$ cat config.mk
export PLATFORM = sky130hd
export DESIGN_NAME = seq_detector
export DESIGN_NICKNAME = d
export VERILOG_FILES = /design/src/rtl/seqdet_pkg.sv /design/src/rtl/seqdet_next.sv /design/src/rtl/seq_detector.sv
export SDC_FILE = /design/constraint.sdc
export NUM_CORES = 1
export LEC_CHECK = 0
export CORE_UTILIZATION = 44
export CTS_CLUSTER_DIAMETER = 120
export DETAILED_ROUTE_END_ITERATION = 10
export PLACE_DENSITY = 0.93
export SETUP_SLACK_MARGIN = 0.4
export SYNTH_ARGS = -nofsm -noshare
export SYNTH_HDL_FRONTEND = slang
export SYNTH_SLANG_ARGS = --single-unit
$ cat constraint.sdc
create_clock -name clk -period 2.57 [get_ports clk]
set_input_delay 0.257 -clock clk [delete_from_list [all_inputs] [get_ports clk]]
set_output_delay 0.257 -clock clk [all_outputs]
set_load 0.01 [all_outputs]
$ cat src/rtl/seqdet_pkg.sv
// seqdet_pkg: shared helpers for the seq_detector slice.
// Optional match counter is compiled in with SEQDET_COUNT_EN.
package seqdet_pkg;

  localparam int SEQ_SYM_MAX = 32;
  localparam int SEQ_PAT_MAX = 16;
  localparam int SEQ_VEC_MAX = SEQ_SYM_MAX * SEQ_PAT_MAX;

  localparam logic [5:0] SEQ_PAT_DEF = {2'd3, 2'd2, 2'd1};

  function automatic int st_w(input int pat_len);
    return $clog2(pat_len + 1);
  endfunction

  // Caller truncates the result to its own symbol width.
  function automatic logic [SEQ_SYM_MAX-1:0] pat_sym(
    input logic [SEQ_VEC_MAX-1:0] pat,
    input int                     idx,
    input int                     sym_w
  );
    logic [SEQ_VEC_MAX-1:0] sh;
    sh = pat >> (idx * sym_w);
    return sh[SEQ_SYM_MAX-1:0];
  endfunction

endpackage

$ cat src/rtl/seqdet_next.sv
// seqdet_next: longest-suffix next-state search for seq_detector.
// One candidate per possible current state, then a final select.
module seqdet_next
  import seqdet_pkg::*;
#(
  parameter  int SYM_W   = 2,
  parameter  int PAT_LEN = 3,
  localparam int ST_W    = st_w(PAT_LEN)
) (
  input  logic [SYM_W*PAT_LEN-1:0] i_pat,
  input  logic [ST_W-1:0]          i_state,
  input  logic [SYM_W-1:0]         i_sym,
  input  logic                     i_overlap,
  output logic [ST_W-1:0]          o_next
);

  logic [SYM_W-1:0]            w_p [PAT_LEN];
  logic [PAT_LEN:0][ST_W-1:0]  w_nk;
  logic [ST_W-1:0]             w_k;

  for (genvar g = 0; g < PAT_LEN; g++) begin : g_sym
    assign w_p[g] = SYM_W'(pat_sym(SEQ_VEC_MAX'(i_pat), g, SYM_W));
  end

  // History for state kc is pattern[0..kc-1] followed by i_sym.
  for (genvar kc = 0; kc <= PAT_LEN; kc++) begin : g_k
    localparam int JMAX = (kc + 1 < PAT_LEN) ? kc + 1 : PAT_LEN;
    logic [ST_W-1:0] w_c;
    logic            w_ok;

    always_comb begin
      w_c  = '0;
      w_ok = 1'b0;
      for (int j = 1; j <= JMAX; j++) begin
        w_ok = (w_p[j-1] == i_sym);
        for (int m = 0; m < j - 1; m++) begin
          if (w_p[m] != w_p[kc+1-j+m]) w_ok = 1'b0;
        end
        if (w_ok) w_c = ST_W'(j);
      end
    end

    assign w_nk[kc] = w_c;
  end

  assign w_k = (!i_overlap && i_state == ST_W'(PAT_LEN)) ? '0 : i_state;
  assign o_next = w_nk[w_k];

endmodule

$ cat src/rtl/seq_detector.sv
// seq_detector: runtime-loadable serial pattern detector.
// Define SEQDET_COUNT_EN to build the saturating hit counter.
module seq_detector
  import seqdet_pkg::*;
#(
  parameter  int                       SYM_W   = 2,
  parameter  int                       PAT_LEN = 3,
  parameter  logic [SYM_W*PAT_LEN-1:0] PAT_RST = SEQ_PAT_DEF,
  parameter  int                       CNT_W   = 8,
  localparam int                       ST_W    = st_w(PAT_LEN)
) (
  input  logic                     clk,
  input  logic                     rst_n,
  input  logic                     sym_valid,
  input  logic [SYM_W-1:0]         sym,
  input  logic                     overlap,
  input  logic                     pat_load,
  input  logic [SYM_W*PAT_LEN-1:0] pat_in,
  input  logic                     cnt_clr,
  output logic                     match,
  output logic                     hit,
  output logic [ST_W-1:0]          state,
  output logic [CNT_W-1:0]         hit_cnt
);

  logic [SYM_W*PAT_LEN-1:0] r_pat;
  logic [ST_W-1:0]          r_state;
  logic                     r_match;
  logic                     r_hit;
  logic [ST_W-1:0]          w_next;
  logic                     w_done;
  logic                     w_hit_d;

  seqdet_next #(
    .SYM_W   (SYM_W),
    .PAT_LEN (PAT_LEN)
  ) u_next (
    .i_pat     (r_pat),
    .i_state   (r_state),
    .i_sym     (sym),
    .i_overlap (overlap),
    .o_next    (w_next)
  );

  assign w_done  = (w_next == ST_W'(PAT_LEN));
  assign w_hit_d = sym_valid && !pat_load && w_done;

  always_ff @(posedge clk or negedge rst_n) begin
    if (!rst_n) begin
      r_pat   <= PAT_RST;
      r_state <= '0;
      r_match <= 1'b0;
      r_hit   <= 1'b0;
    end else begin
      r_hit <= w_hit_d;
      if (pat_load) begin
        r_pat   <= pat_in;
        r_state <= '0;
        r_match <= 1'b0;
      end else if (sym_valid) begin
        r_state <= w_next;
        r_match <= w_done;
      end
    end
  end

  assign state = r_state;
  assign match = r_match;
  assign hit   = r_hit;

`ifdef SEQDET_COUNT_EN
  logic [CNT_W-1:0] r_cnt;

  always_ff @(posedge clk or negedge rst_n) begin
    if (!rst_n) begin
      r_cnt <= '0;
    end else if (cnt_clr) begin
      r_cnt <= '0;
    end else if (w_hit_d && r_cnt != '1) begin
      r_cnt <= r_cnt + 1'b1;
    end
  end

  assign hit_cnt = r_cnt;
`else
  logic w_unused_clr;
  assign w_unused_clr = cnt_clr;
  assign hit_cnt      = '0;
`endif

endmodule

==> results.cfg <==
[logic_synthesis]
synth.most_common_cell = buf_4
avgSynthCellArea_sq_um = 9.95
synthArstFlopShare = 1.00
yosysTopAreaCell = dfrtp_1
synth_compound_area_frac = 0.0933
synth_top_area_frac = 0.243
netlist_top_cells_count = 8 x buf_4, 7 x nand2_1, 6 x dfrtp_1, 6 x mux2_2, 6 x xnor2_1
synth_xor_area_frac = 0.142
synth_edf_count = 0
synthDistinctLibCells = 20
synth_top_family_by_area = XOR/XNOR gates
yosysSeqAreaShare = 0.414
syn_inst = 62
synthSimpleGateAreaFrac = 0.132
synth_fa_ha_area_frac = 0
ys_warn_count = 0
synthMuxAreaShare = 0.110
ys.flop_type = dfrtp_1
synth.area.top_cells = dfrtp_1 24%, dfstp_2 17%, mux2_2 11%
synth_seq_cells = 10
syn-cell-area_sq_um = 617

[min_path]
hold_path.class = input pin to asynchronous set/reset pin

[place]
dp_hpwl_um = 936
port-buffer-count = 16
place_ws_ns = 0.701
gp_congestion = 0.707

[power]
pwr-share-seq = 0.493
irDropWorstVdd_mv = 0.420
switchingPower_w = 0.0000997
intPower_w = 0.000283
p_clk_frac = 0.271
swShare = 0.260
power_leakage_nw = 0.313
combPwrFrac = 0.235
power_density_nw_per_um2 = 488

[sta]
fin_crit_ns = 1.61
setup-tns-final_ns = 0
fmax_ghz = 0.622
fin_ws_ns = 0.961
finalClockSkew_ns = 0.00526
grt_setup_unrepaired = false
hold_violations = 0
setup_violations = 0
slew_viol_final = 0
fin_crit_sh = 0.626

[worst_setup_path]
worst_ep_arrival_time_ns = 1.73
endpoint_kind = register
critPathMaxFanout = 3
path_class = input pin to register
cp.required_ns = 2.69
regToRegEndpoint = state[0]
timing.rr.start = r_pat[3]
cp-start-kind = input pin
r2r_slack_ns = 1.01
rr_worst_depth = 5

[clock_network]
clock_sinks = 10
clkTransAtPathRegs_ns = 0.06
numCtsBuffers = 3
cts_hold_buf = 0
cts_tree = built
cts_setup_buffers = 0
cts.repair.resized = 0
cts_buffer_depth = 2
htree_levels = 1
cts-root-buf = clkbuf_4
insertion_delay_ns = 0.25

[drt]
finalWirelength_um = 1080
dr.pass1.iters = 4
drc = 0
ant_nets = 0
vias_per_cell = 4.81
drtIter0Drc = 5
wl_per_cell_um = 11.3
num_vias = 457

[global_route]
antenna_found_initial = 0
grt-ovfl-total = 0
grt_pass1_wl_um = 1800
first_global_vias = 431
grt_max_degree = 11
grt_use_total = 0.171

[die]
start_util = 0.474
ioPinCount = 26
core-area_sq_um = 1300
rows = 13
die-area_sq_um = 1560
die_y_um = 39.4
die_w_um = 39.4

[layout]
nFillCells = 113
drive_gt1_frac = 0.163
area_delta_synth_final_pct = 27.2
diodes = 0
regArea_sq_um = 255
multi_input_area_sq_um = 324
final_net_count = 95

[job]
maxCapViolCount = 0

[run_status]
status = completed
[metal layers]
layer,GRT usage,routed length (um)
met4,0.0517,0
met1,0.196,455
met3,0,27
met5,0,0
met2,0.336,594
[worst max-delay path, cell delays in order]
cell and delay, ns:
clkdlybuf4s50_1 0.47, xnor2_1 0.30, nand2_1 0.13, o21a_1 0.20, o22ai_1 0.25, o22ai_1 0.13
[cells in the final DEF, fill, tap and decap left out, types with 3 or more instances in the layout]
cell type	instances
clkdlybuf4s50_1	16
conb_1	8
nand2_1	7
xnor2_1	6
mux2_2	6
dfrtp_1	6
nand2b_1	4
xor2_1	4
dfstp_2	4
nor2_1	3
clkbuf_4	3
[flip-flops by register name (all words and copies together) (netlist names)]
name / cells
match: 1
hit: 1
r_pat: 6
state: 2
[how the worst max path moves through the flow]
stage          startpoint       end  slack (ns)
5_1_grt            sym[1]  state[0]        0.86
4_1_cts            sym[1]  state[0]        0.97
3_5_place_dp       sym[1]  state[0]        0.70
2_1_floorplan    r_pat[3]  state[0]        1.20
6_report           sym[1]  state[0]        0.96
3_3_place_gp       sym[1]  state[0]        0.78
[per-stage QoR]
step,cell area (sq um),total power [W],instances,hold WS [ns],utilization
6_report,785,0.000383,95,0.309,0.603
5_1_grt,785,0.000407,95,0.331,0.603
4_1_cts,785,0.000391,95,0.308,0.603
3_5_place_dp,758,0.000283,91,0.482,0.583
3_3_place_gp,758,0.000277,91,0.484,0.583
2_1_floorplan,643,0.000253,69,-0.0386,-
[power groups by stage]
stage / clock, W / sequential (W) / combinational [W]
finish: 0.000104 / 0.000189 / 0.0000900
global route: 0.000117 / 0.000191 / 0.000100
CTS: 0.000111 / 0.000189 / 0.0000911
detailed placement: 0 / 0.000192 / 0.0000907
global placement: 0 / 0.000190 / 0.0000870
floorplan: 0 / 0.000188 / 0.0000650
[cell families after synthesis]
logic type,count (synthesis)
compound gates,9
simple gates,17
xor+xnor,10
buf+inv,9
flops,10
mux,6
other cells,1
[cell type report]
type / instances / area share
Timing Repair Buffer: 16 / 0.204
Sequential cell: 10 / 0.325
Clock buffer: 4 / 0.0335
Tap cell: 15 / 0.0239
Multi-Input combinational cell: 50 / 0.413
(Power assumes the default switching activity.)
